==> config.mk <==
export PLATFORM = sky130hd
export DESIGN_NAME = uart_tx_feeder
export DESIGN_NICKNAME = d
export VERILOG_FILES = /design/src/rtl/uart_pkg.sv /design/src/rtl/uart_byte_fifo.sv /design/src/rtl/uart_tx_feeder.sv
export SDC_FILE = /design/constraint.sdc
export NUM_CORES = 1
export LEC_CHECK = 0
export CAP_MARGIN = 20
export CORE_MARGIN = 2
export CORE_UTILIZATION = 50
export CTS_BUF_LIST = sky130_fd_sc_hd__clkbuf_8
export CTS_CLUSTER_SIZE = 25
export DETAILED_ROUTE_END_ITERATION = 10
export GPL_TIMING_DRIVEN = 0
export HOLD_SLACK_MARGIN = 0.02
export PLACE_DENSITY = 0.68
export SLEW_MARGIN = 10
export SYNTH_ARGS = -nofsm -noshare
export SYNTH_HDL_FRONTEND = slang
export SYNTH_SLANG_ARGS = --single-unit
==> constraint.sdc <==
create_clock -name clk -period 3.4 [get_ports clk]
set_input_delay 0.68 -clock clk [delete_from_list [all_inputs] [get_ports clk]]
set_output_delay 0.68 -clock clk [all_outputs]
set_load 0.01 [all_outputs]
==> src/rtl/uart_pkg.sv <==
// uart_pkg: shared types and default sizing for the UART transmit feeder.
//   tx_state_e           - feeder FSM state encoding (2 bits)
//   UART_DEPTH_DEFAULT   - default FIFO depth in bytes
//   UART_TIMEOUT_DEFAULT - default cycles to wait for txdone per byte
//   UART_BYTE_W          - width of one queued byte
package uart_pkg;

  localparam int unsigned UART_DEPTH_DEFAULT   = 16;
  localparam int unsigned UART_TIMEOUT_DEFAULT = 64;
  localparam int unsigned UART_BYTE_W          = 8;

  typedef enum logic [1:0] {
    S_IDLE = 2'd0,
    S_SEND = 2'd1,
    S_WAIT = 2'd2
  } tx_state_e;

endpackage

==> src/rtl/uart_byte_fifo.sv <==
// uart_byte_fifo: register-array byte FIFO with count, full and empty flags.
// Ports:
//   clk, rst_n  - clock, asynchronous active-low reset
//   push        - write wr_data at this edge (ignored while full)
//   wr_data     - byte to store
//   pop         - advance the read pointer at this edge (ignored while empty)
//   rd_data     - head byte (combinational view of the entry at the read pointer)
//   count       - bytes currently stored
//   full, empty - occupancy flags derived from count
module uart_byte_fifo
  import uart_pkg::*;
#(
  parameter int unsigned DEPTH = UART_DEPTH_DEFAULT
) (
  input  logic                     clk,
  input  logic                     rst_n,
  input  logic                     push,
  input  logic [UART_BYTE_W-1:0]   wr_data,
  input  logic                     pop,
  output logic [UART_BYTE_W-1:0]   rd_data,
  output logic [$clog2(DEPTH):0]   count,
  output logic                     full,
  output logic                     empty
);

  localparam int unsigned PW = $clog2(DEPTH);
  localparam int unsigned CW = PW + 1;

  logic [UART_BYTE_W-1:0] mem [DEPTH];
  logic [PW-1:0]          wr_ptr;
  logic [PW-1:0]          rd_ptr;
  logic                   do_push;
  logic                   do_pop;

  assign full    = (count == CW'(DEPTH));
  assign empty   = (count == '0);
  assign do_push = push & ~full;
  assign do_pop  = pop & ~empty;
  assign rd_data = mem[rd_ptr];

  // Storage array; contents are don't-care until written, so no reset.
  always_ff @(posedge clk) begin
    if (do_push) begin
      mem[wr_ptr] <= wr_data;
    end
  end

  // Pointers wrap naturally because DEPTH is a power of two.
  always_ff @(posedge clk or negedge rst_n) begin
    if (!rst_n) begin
      wr_ptr <= '0;
      rd_ptr <= '0;
      count  <= '0;
    end else begin
      if (do_push) begin
        wr_ptr <= wr_ptr + PW'(1);
      end
      if (do_pop) begin
        rd_ptr <= rd_ptr + PW'(1);
      end
      unique case ({do_push, do_pop})
        2'b10:   count <= count + CW'(1);
        2'b01:   count <= count - CW'(1);
        default: count <= count;
      endcase
    end
  end

endmodule

==> src/rtl/uart_tx_feeder.sv <==
// uart_tx_feeder: queues bytes from a producer and hands them one at a time to
// an 8N1 transmitter, with a per-byte completion timeout and sticky errors.
// Ports:
//   clk, rst_n         - clock, asynchronous active-low reset
//   wr_data, wr_valid  - producer byte offer
//   wr_ready           - FIFO can accept (combinational, count < DEPTH)
//   txbyte, senddata   - byte and one-cycle trigger to the transmitter
//   txdone             - transmitter completion pulse
//   fifo_count         - bytes queued
//   busy               - FSM active or bytes queued
//   err_clr            - clears sticky errors (a same-cycle set wins)
//   overflow, tmo_err  - sticky: write while full, txdone timeout
module uart_tx_feeder
  import uart_pkg::*;
#(
  parameter int unsigned DEPTH   = UART_DEPTH_DEFAULT,
  parameter int unsigned TIMEOUT = UART_TIMEOUT_DEFAULT
) (
  input  logic                   clk,
  input  logic                   rst_n,
  input  logic [7:0]             wr_data,
  input  logic                   wr_valid,
  output logic                   wr_ready,
  output logic [7:0]             txbyte,
  output logic                   senddata,
  input  logic                   txdone,
  output logic [$clog2(DEPTH):0] fifo_count,
  output logic                   busy,
  input  logic                   err_clr,
  output logic                   overflow,
  output logic                   tmo_err
);

  localparam int unsigned TW = $clog2(TIMEOUT);

  tx_state_e              state_q;
  tx_state_e              state_d;
  logic [TW-1:0]          tmo_cnt_q;
  logic [TW-1:0]          tmo_cnt_d;
  logic                   push;
  logic                   pop;
  logic                   tmo_hit;
  logic                   tmo_set;
  logic                   ovf_set;
  logic [UART_BYTE_W-1:0] head;
  logic                   fifo_full;
  logic                   fifo_empty;

  uart_byte_fifo #(
    .DEPTH (DEPTH)
  ) u_fifo (
    .clk     (clk),
    .rst_n   (rst_n),
    .push    (push),
    .wr_data (wr_data),
    .pop     (pop),
    .rd_data (head),
    .count   (fifo_count),
    .full    (fifo_full),
    .empty   (fifo_empty)
  );

  // Full refuses a write even when a pop lands on the same edge.
  assign wr_ready = ~fifo_full;
  assign push     = wr_valid & wr_ready;
  assign ovf_set  = wr_valid & ~wr_ready;
  assign tmo_hit  = (state_q == S_WAIT) && (tmo_cnt_q == TW'(TIMEOUT - 1));
  assign busy     = (state_q != S_IDLE) || (fifo_count != '0);

  // State register.
  always_ff @(posedge clk or negedge rst_n) begin
    if (!rst_n) begin
      state_q <= S_IDLE;
    end else begin
      state_q <= state_d;
    end
  end

  // Next-state logic; txdone only matters while waiting.
  always_comb begin
    state_d = state_q;
    unique case (state_q)
      S_IDLE:  if (!fifo_empty) state_d = S_SEND;
      S_SEND:  state_d = S_WAIT;
      S_WAIT:  if (txdone || tmo_hit) state_d = S_IDLE;
      default: state_d = S_IDLE;
    endcase
  end

  // FSM outputs: pop the head when leaving idle, run the wait timer.
  always_comb begin
    pop       = 1'b0;
    tmo_set   = 1'b0;
    tmo_cnt_d = '0;
    unique case (state_q)
      S_IDLE: pop = ~fifo_empty;
      S_WAIT: begin
        if (!txdone) begin
          if (tmo_hit) begin
            tmo_set = 1'b1;
          end else begin
            tmo_cnt_d = tmo_cnt_q + TW'(1);
          end
        end
      end
      default: ;
    endcase
  end

  // Registered outputs; senddata follows the pop so it is high for the S_SEND cycle.
  always_ff @(posedge clk or negedge rst_n) begin
    if (!rst_n) begin
      txbyte    <= '0;
      senddata  <= 1'b0;
      tmo_cnt_q <= '0;
      overflow  <= 1'b0;
      tmo_err   <= 1'b0;
    end else begin
      if (pop) begin
        txbyte <= head;
      end
      senddata  <= pop;
      tmo_cnt_q <= tmo_cnt_d;
      overflow  <= ovf_set | (overflow & ~err_clr);
      tmo_err   <= tmo_set | (tmo_err & ~err_clr);
    end
  end

endmodule
==> flow_metrics.py, run 1 <==
metrics = {
    "timing": {
        "skew_ns": 0.009390,
        "setup_viol": 0,
        "fmax_ghz": 0.3197,
        "slew_headroom_pct": 38.93,
        "finalHoldViolCount": 0,
        "tightest_slew_ns": 0.9090,
        "finalCritPeriodShare_pct": 92.01,
        "fin_crit_ns": 3.128,
        "tns_ns": 0,
        "rsz0062_at_grt": "false",
        "slew_viol_final": 0,
    },
    "clocking": {
        "hold_buffers": 0,
        "cts_tree": "yes",
        "numClockSinks": 160,
        "cts-buffers-inserted": 17,
        "cts_max_path_buffers": 2,
        "cts_max_level": 4,
        "cts_root_buffer": "clkbuf_8",
        "clk_latency_ns": 0.45,
        "cts.repair.resized": 0,
        "cts_setup_buffers": 0,
        "clk_pin_slew_ns": 0.08,
    },
    "global_route": {
        "grt_antenna_before_repair": 0,
        "grt_pass1_wl_um": 19180,
        "grt_pass1_vias": 3399,
        "grt_max_degree": 33,
        "grtUsageTotal_pct": 18.87,
        "grt_overflow": 0,
    },
    "detailed_routing": {
        "totalWireLength_um": 12320,
        "drtAntennaViolNets": 0,
        "drt_iter0_markers": 256,
        "first_pass_iters": 4,
        "wire_per_inst_um": 20.47,
        "via_per_inst": 5.533,
        "vias": 3331,
        "drc": 0,
    },
    "synth": {
        "synth_largest_area_cell": "edfxtp_1",
        "synth-edff-count": 128,
        "async_flop_share_pct": 20.00,
        "synthDistinctLibCells": 44,
        "synth_area_leaders": "edfxtp_1 59%, dfrtp_1 12%, mux4_2 8.3%",
        "synthFlopType": "edfxtp_1",
        "syn_avg_cell_area_um2": 17.97,
        "synth_top_area_share_pct": 58.92,
        "syn-num-nets": 386,
        "ys_top_cells_by_count": "128 x edfxtp_1, 32 x dfrtp_1, 24 x mux4_2",
        "netlist_area_um2": 6524,
        "seq_area_frac_synth_pct": 71.19,
        "syn_inst": 363,
        "yosysMostFrequentCell": "edfxtp_1",
        "ys_ff_latch": 160,
        "yosysWarnings": 0,
    },
    "setup_path": {
        "crit_cells": 11,
        "worst_r2r_path_depth": 12,
        "cp_cell_sequence": "clkdlybuf4s50_1 > a21boi_1 > inv_1 > ha_1 > clkbuf_1 > xor2_1 > ha_1 > o21a_1 > o21a_1 > o32ai_1 > xor2_1",
        "crit_path_end_kind": "flop",
        "timing.rr.start": "u_fifo.count[1]$_DFFE_PN0P_",
        "required_ns": 3.78,
        "startpoint": "wr_valid",
        "critPathCapture": "u_fifo.count[4]$_DFFE_PN0P_",
        "path_class": "in -> reg",
        "cp_data_arrival_time_ns": 3.51,
        "cp_slowest_cell": "a21boi_1",
        "reg2reg_slack_ns": 0.34,
        "path_max_fanout": 9,
        "max_stage_delay_ns": 0.70,
        "worst-path-buf-inv": 3,
        "r2r-end": "u_fifo.count[4]$_DFFE_PN0P_",
        "start_kind": "input pin",
        "crit_family": "compound AO/OA/AOI/OAI gates",
    },
    "finish": {
        "antennaDiodeCount": 0,
        "layoutNonFillerInstCount": 602,
        "fill_cells": 959,
        "nNetsFinal": 440,
        "final_core_util_pct": 58.89,
        "drive_above_1_share_pct": 18.14,
        "area_growth_pct": 14.38,
    },
    "place": {
        "io_buffers": 30,
        "gp_congestion": 0.7875,
        "placedCellCount": 570,
        "dp_hpwl_um": 8295,
    },
    "power_and_ir_drop": {
        "ir_drop_mv": 0.3209,
        "pwr_density_cell_nw_per_um2": 825.0,
        "p_leak_uw": 0.002624,
    },
    "status": {
        "status": "finished clean",
    },
    "floorplan": {
        "die_y_um": 118.2,
        "dieArea_um2": 13980,
        "coreArea_um2": 12670,
        "io_pins": 31,
        "start_util_pct": 51.49,
        "rows": 41,
        "die_w_um": 118.2,
    },
    "hold_path": {
        "hp-class": "in -> async",
    },
    "flow_run": {
        "maxCapViolations": 0,
    },
}
worst min path at each step:
stage / endpoint / slack, ns / cells after the start
2_1_floorplan: overflow$_DFF_PN0_ / 0.38 / 0
3_3_place_gp: tmo_cnt_q[0]$_DFF_PN0_ / 0.45 / 1
3_5_place_dp: tmo_cnt_q[0]$_DFF_PN0_ / 0.46 / 1
4_1_cts: u_fifo.count[3]$_DFFE_PN0P_ / 0.29 / 1
5_1_grt: u_fifo.count[2]$_DFFE_PN0P_ / 0.33 / 1
6_report: u_fifo.count[3]$_DFFE_PN0P_ / 0.28 / 1
power by group:
| part | switching [uW] | internal [uW] | leakage (uW) |
|---|---|---|---|
| clock network | 684 | 721 | 0.000199 |
| registers | 144 | 2430 | 0.00156 |
| logic | 1130 | 1050 | 0.000870 |
area by class of cell:
cell class / instances / area [um2] / share of cell area [%]
inverters: 8 / 30.03 / 0.4024
repair buffers: 35 / 320.3 / 4.292
flip-flops and latches: 160 / 4644 / 62.24
clock buffers: 17 / 234.0 / 3.135
well taps: 172 / 215.2 / 2.884
multi-input cells: 174 / 1717 / 23.00
clock inverters: 15 / 168.9 / 2.264
plain buffers: 21 / 132.6 / 1.777
through the flow:
stage	worst slack [ns]	cell area [um2]	total power [uW]	hold WS, ns
3_3_place_gp	-0.1932	7039	4753	0.4463
6_report	0.2717	7462	6156	0.2807
4_1_cts	0.2828	7462	6215	0.2891
2_1_floorplan	0.5291	6524	4116	0.3844
3_5_place_dp	-0.1865	7059	4826	0.4569
5_1_grt	0.05069	7462	6484	0.3270
layout by cell type, fill, tap and decap left out, types with 9 or more instances in the layout:
cell type,n
buf_2,12
nand2_1,14
mux4_2,24
xnor2_1,9
dfrtp_1,32
clkbuf_8,17
edfxtp_1,128
clkdlybuf4s50_1,29
nor2_1,23
a21oi_1,10
nor2b_1,9
ha_1,10
kinds of logic (layout without fill, tap and decap cells):
logic type,Yosys count,in the layout,synth area share (%)
DFF,160,160,71.19
and+or+nand+nor,68,68,5.102
AOI/OAI and AO/OA,39,39,4.239
xor gates and xnor gates,16,16,2.148
buffers and inverters,29,96,2.493
muxes,41,41,12.91
adders and majority gates,10,10,1.918
routing by layer:
layer | GRT usage (%) | vias to the layer above | routed length, um
li1 | - | 1520 | -
met1 | 25.03 | 1706 | 5373
met2 | 30.85 | 86 | 6055
met3 | 4.102 | 19 | 617
met4 | 7.003 | 0 | 274
met5 | 0 | - | 0
sequential cells by signal, indices dropped and copies added, names as in the netlist:
name / count
u_fifo.mem: 128
txbyte: 8
tmo_cnt_q: 6
u_fifo.count: 5
u_fifo.rd_ptr: 4
u_fifo.wr_ptr: 4
state_q: 2
overflow: 1
senddata: 1
tmo_err: 1
Note: power is estimated with default switching activity, not from simulation.
==> inputs of run 2 (changes only) <==
--- a/config.mk
+++ b/config.mk
@@ -14,7 +14,6 @@
 export GPL_TIMING_DRIVEN = 0
 export HOLD_SLACK_MARGIN = 0.02
 export PLACE_DENSITY = 0.68
-export SLEW_MARGIN = 10
 export SYNTH_ARGS = -nofsm -noshare
 export SYNTH_HDL_FRONTEND = slang
 export SYNTH_SLANG_ARGS = --single-unit
==> run 2 against run 1 <==
Net effect: sequential power about the same; hold slack improved by 0.010 ns; utilization increased by 0.27 points; die area unchanged; critical path depth unchanged; final cell count decreased by 0.17%; clock power increased by 9%; register-to-register slack got worse by 0.03 ns; final area increased by 0.45%; worst setup slack got worse by 0.035 ns; via count decreased by 0.42%; combinational power about the same; critical endpoint unchanged; largest cell class unchanged; largest power group unchanged; highest routed layer unchanged.
==> flow_metrics.py, run 2 (synthesis results as in run 1) <==
metrics = {
    "status": {
        "status": "finished clean",
    },
    "clocking": {
        "clk_latency_ns": 0.45,
        "hold_buffers": 0,
        "cts_setup_buffers": 0,
        "clk_pin_slew_ns": 0.08,
        "cts_max_path_buffers": 2,
        "numClockSinks": 160,
        "cts-buffers-inserted": 17,
        "cts_root_buffer": "clkbuf_8",
        "cts.repair.resized": 0,
        "cts_max_level": 4,
        "cts_tree": "yes",
    },
    "finish": {
        "nNetsFinal": 439,
        "final_common_cell": "edfxtp_1",
        "fill_cells": 951,
        "drive_above_1_share_pct": 18.65,
        "layoutNonFillerInstCount": 601,
        "mostFrequentLayoutCells": "128 x edfxtp_1, 32 x dfrtp_1, 29 x clkdlybuf4s50_1",
        "reg.largest.list": "u_fifo.mem (128), txbyte (8), tmo_cnt_q (6)",
        "antennaDiodeCount": 0,
        "top_register": "u_fifo.mem",
        "area_growth_pct": 14.90,
        "largest_reg_flops": 128,
        "design_area_um2": 7496,
    },
    "timing": {
        "skew_ns": 0.009992,
        "tightest_slew_ns": 0.8846,
        "finalHoldViolCount": 0,
        "rsz0062_at_grt": "false",
        "tns_ns": 0,
        "finalCritPeriodShare_pct": 93.05,
        "setup_viol": 0,
        "slew_viol_final": 0,
        "holdWs_ns": 0.2912,
        "fin_crit_ns": 3.164,
        "slew_headroom_pct": 40.90,
        "fmax_ghz": 0.3161,
    },
    "global_route": {
        "grtUsageTotal_pct": 19.00,
        "grt_overflow": 0,
        "grt_max_degree": 33,
        "grt_pass1_vias": 3376,
        "grt_antenna_before_repair": 0,
        "grt_pass1_wl_um": 19240,
    },
    "power_and_ir_drop": {
        "finalPower_uw": 6260,
        "p_leak_uw": 0.002635,
        "ir_drop_mv": 0.3798,
        "pwr_density_cell_nw_per_um2": 835.1,
    },
    "detailed_routing": {
        "drt_iter0_markers": 225,
        "drc": 0,
        "drtAntennaViolNets": 0,
        "totalWireLength_um": 12300,
        "vias": 3317,
        "via_per_inst": 5.519,
        "first_pass_iters": 4,
        "wire_per_inst_um": 20.47,
    },
    "setup_path": {
        "required_ns": 3.77,
        "worst_r2r_path_depth": 12,
        "path_class": "in -> reg",
        "path_max_fanout": 9,
        "cp_slowest_cell": "a21boi_1",
        "startpoint": "wr_valid",
        "cp_cell_sequence": "clkdlybuf4s50_1 > a21boi_1 > inv_1 > ha_1 > clkbuf_1 > xor2_1 > ha_1 > o21a_1 > o21a_1 > o32ai_1 > xor2_1",
        "cp_data_arrival_time_ns": 3.53,
        "reg2reg_slack_ns": 0.31,
        "timing.rr.start": "u_fifo.count[2]$_DFFE_PN0P_",
        "crit_path_end_kind": "flop",
        "max_stage_delay_ns": 0.72,
        "start_kind": "input pin",
    },
    "place": {
        "placedCellCount": 569,
        "dp_hpwl_um": 8165,
        "place_area_um2": 7054,
        "io_buffers": 30,
        "gp_congestion": 0.7875,
    },
    "hold_path": {
        "hp-class": "in -> async",
    },
    "floorplan": {
        "start_util_pct": 51.49,
        "die_w_um": 118.2,
        "coreArea_um2": 12670,
        "io_pins": 31,
        "rows": 41,
        "dieArea_um2": 13980,
        "die_y_um": 118.2,
    },
    "flow_run": {
        "maxCapViolations": 0,
    },
}
-- run 2: changes by cell type in the layout (fill, tap and decap cells not counted), sizes merged --
cell    change
buf         -1
clkinv      -1
bufinv      +1
-- run 2: layer usage --
metal / vias to the layer above / global-route usage, % / routed length (um)
met5: - / 0 / 0
met4: 0 / 8.358 / 153
met3: 8 / 4.199 / 628
met2: 80 / 30.24 / 6000
met1: 1709 / 25.35 / 5518
li1: 1520 / - / -
-- run 2: layout make-up --
cell class | count | area (um2) | area share (%)
Tap cell | 172 | 215.2 | 2.871
Clock buffer | 17 | 234.0 | 3.121
Buffer | 21 | 132.6 | 1.769
Inverter | 8 | 30.03 | 0.4006
Timing Repair Buffer | 34 | 315.3 | 4.206
Multi-Input combinational cell | 174 | 1717 | 22.90
Clock inverter | 15 | 207.7 | 2.771
Sequential cell | 160 | 4644 | 61.96
-- run 2: critical path: cells and delay by family --
family / cells / cell delay, ns
AOI/OAI and AO/OA: 4 / 1.20
buffers and inverters: 3 / 0.82
adders and majority gates: 2 / 0.47
xor gates and xnor gates: 2 / 0.35
-- run 2: final timing paths --
| check | to |
|---|---|
| min reg2reg | tmo_cnt_q[0]$_DFF_PN0_ |
| max | u_fifo.count[4]$_DFFE_PN0P_ |
| max in group asynchronous | txbyte[2]$_DFFE_PN0P_ |
| min in group clk | tmo_cnt_q[0]$_DFF_PN0_ |
| min | u_fifo.count[2]$_DFFE_PN0P_ |
| max reg2reg | u_fifo.count[4]$_DFFE_PN0P_ |
-- run 2: through the flow --
stage	setup WS, ns	utilization, %
global placement	-0.1932	55.55
finish	0.2363	59.16
detailed placement	-0.1802	55.67
CTS	0.2874	59.16
global route	0.02399	59.16
floorplan	0.5291	-
-- run 2: where the power goes --
group / internal, uW / total [uW] / switching [uW]
sequential: 2430 / 2570 / 142
combinational: 1050 / 2170 / 1120
clock: 809 / 1520 / 709
total: 4290 / 6260 / 1970
==> inputs of run 3 (changes only) <==
--- a/config.mk
+++ b/config.mk
@@ -11,9 +11,10 @@
 export CTS_BUF_LIST = sky130_fd_sc_hd__clkbuf_8
 export CTS_CLUSTER_SIZE = 25
 export DETAILED_ROUTE_END_ITERATION = 10
+export DONT_BUFFER_PORTS = 1
 export GPL_TIMING_DRIVEN = 0
 export HOLD_SLACK_MARGIN = 0.02
-export PLACE_DENSITY = 0.68
+export PLACE_DENSITY = 0.65
 export SYNTH_ARGS = -nofsm -noshare
 export SYNTH_HDL_FRONTEND = slang
 export SYNTH_SLANG_ARGS = --single-unit
==> run 3 against run 2 <==
Net effect: clock power about the same; hold slack improved by 0.022 ns; sequential power increased by 2%; critical endpoint unchanged; clock skew increased by 0.0016 ns; first-iteration DRC count decreased by 24%; fmax increased by 1.3%.
==> flow_metrics.py, run 3 (synthesis results as in run 1) <==
metrics = {
    "timing": {
        "setup_ws_ns": 0.2780,
        "fin_crit_ns": 3.122,
        "finalCritPeriodShare_pct": 91.82,
        "rsz0062_at_grt": "false",
        "finalHoldViolCount": 0,
        "tightest_slew_ns": 0.8521,
        "tns_ns": 0,
        "skew_ns": 0.01161,
        "slew_viol_final": 0,
        "setup_viol": 0,
        "fmax_ghz": 0.3203,
        "slew_headroom_pct": 42.99,
    },
    "clocking": {
        "clk_pin_slew_ns": 0.09,
        "cts_root_buffer": "clkbuf_8",
        "numClockSinks": 160,
        "cts-buffers-inserted": 17,
        "clk_latency_ns": 0.46,
        "cts_max_path_buffers": 2,
        "cts_max_level": 4,
        "cts_tree": "yes",
    },
    "floorplan": {
        "dieArea_um2": 13980,
        "coreArea_um2": 12670,
        "io_pins": 31,
        "die_y_um": 118.2,
        "start_util_pct": 51.49,
        "rows": 41,
        "die_w_um": 118.2,
    },
    "setup_path": {
        "worst-path-buf-inv": 4,
        "start_kind": "flop",
        "max_stage_delay_ns": 0.56,
        "cp_slowest_cell": "or4_4",
        "path_max_fanout": 10,
        "crit_path_end_kind": "flop",
        "path_class": "reg -> reg",
        "crit_family": "buffers and inverters",
        "cp_data_arrival_time_ns": 3.51,
        "required_ns": 3.79,
        "cp_cell_sequence": "buf_2 > or4_4 > o21ai_2 > buf_4 > inv_2 > ha_1 > clkbuf_1 > xor2_1 > ha_1 > o21a_1 > o21a_1 > o32ai_1 > xor2_1",
    },
    "place": {
        "io_buffers": 0,
        "dp_hpwl_um": 7885,
        "gp_congestion": 0.7710,
        "place_ws_ns": 0.2371,
    },
    "finish": {
        "final_common_cell": "edfxtp_1",
        "largest_reg_flops": 128,
        "mostFrequentLayoutCells": "128 x edfxtp_1, 32 x dfrtp_1, 24 x mux4_2",
        "nNetsFinal": 411,
        "reg.largest.list": "u_fifo.mem (128), txbyte (8), tmo_cnt_q (6)",
        "antennaDiodeCount": 0,
        "multi_input_comb_area_um2": 1727,
        "final_core_util_pct": 57.11,
        "area_growth_pct": 10.93,
        "fill_cells": 1009,
        "drive_above_1_share_pct": 20.45,
        "seq_area_um2": 4644,
        "top_register": "u_fifo.mem",
    },
    "detailed_routing": {
        "drt_iter0_markers": 172,
        "drtAntennaViolNets": 0,
        "totalWireLength_um": 11890,
        "via_per_inst": 5.595,
        "drc": 0,
        "first_pass_iters": 4,
        "vias": 3206,
        "wire_per_inst_um": 20.74,
    },
    "global_route": {
        "grt_max_degree": 33,
        "grt_pass1_wl_um": 18670,
        "grt_pass1_vias": 3297,
        "grtUsageTotal_pct": 18.48,
        "grt_overflow": 0,
        "grt_antenna_before_repair": 0,
    },
    "status": {
        "status": "finished clean",
    },
    "flow_run": {
        "maxCapViolations": 0,
    },
    "power_and_ir_drop": {
        "p_leak_uw": 0.002533,
        "pwr_density_cell_nw_per_um2": 833.8,
        "finalPower_uw": 6034,
        "ir_drop_mv": 0.2980,
    },
    "hold_path": {
        "hp-class": "in -> reg",
    },
}
run 3: cell count changes in the layout (fill, tap and decap cells not counted), moves of 2 or more:
cell             previous run  this run
inv_6                       2         6
clkinv_2                    2         0
clkdlybuf4s50_1            29         0
clkinvlp_4                  3         1
buf_2                      11         7
buf_4                       3         6
run 3: path summary, 6_finish.rpt:
path,startpoint,to,slack [ns],depth (start not counted)
max,u_fifo.count[2]$_DFFE_PN0P_,u_fifo.count[4]$_DFFE_PN0P_,0.28,13
min in group asynchronous,rst_n,u_fifo.count[3]$_DFFE_PN0P_,0.68,2
min reg2reg,tmo_cnt_q[0]$_DFF_PN0_,tmo_cnt_q[0]$_DFF_PN0_,0.48,1
max reg2reg,u_fifo.count[2]$_DFFE_PN0P_,u_fifo.count[4]$_DFFE_PN0P_,0.28,13
max in group asynchronous,rst_n,txbyte[3]$_DFFE_PN0P_,2.54,2
min,wr_data[6],u_fifo.mem[8][6]$_DFFE_PP_,0.31,0
run 3: per-layer routing:
metal | part of all wire [%] | vias to the layer above | GRT usage, %
met2 | 47 | 83 | 28.07
met1 | 45 | 1638 | 25.30
li1 | - | 1466 | -
met5 | 0 | - | 0
met3 | 6.0 | 19 | 5.695
met4 | 2.0 | 0 | 6.852
run 3: repair_timing:
action                     4_1_cts  5_1_grt
setup endpoints to repair        0        2
hold endpoints to repair        32        0
buffers inserted                 0        0
hold buffers                     2        0
resized for setup                0        2
run 3: where the power goes:
group          total (uW)  switching (uW)  internal [uW]
Combinational        1920            1010            901
Clock                1490             743            749
Sequential           2630             195           2430
run 3: stage by stage:
step | hold slack [ns] | cells | area, um2
6_report | 0.3134 | 573 | 7237
5_1_grt | 0.2684 | 573 | 7237
4_1_cts | 0.2834 | 573 | 7227
3_5_place_dp | 0.3851 | 539 | 6766
3_3_place_gp | 0.3851 | 535 | 6739
2_1_floorplan | 0.3844 | 363 | 6524
run 3: cell type report:
cell class	count	share of cell area [%]
buffer	21	1.833
inverter	8	0.4149
clock inverter	15	2.714
timing repair buffer	6	0.7953
multi-input combinational	174	23.86
sequential	160	64.18
tap	172	2.974
clock buffer	17	3.233
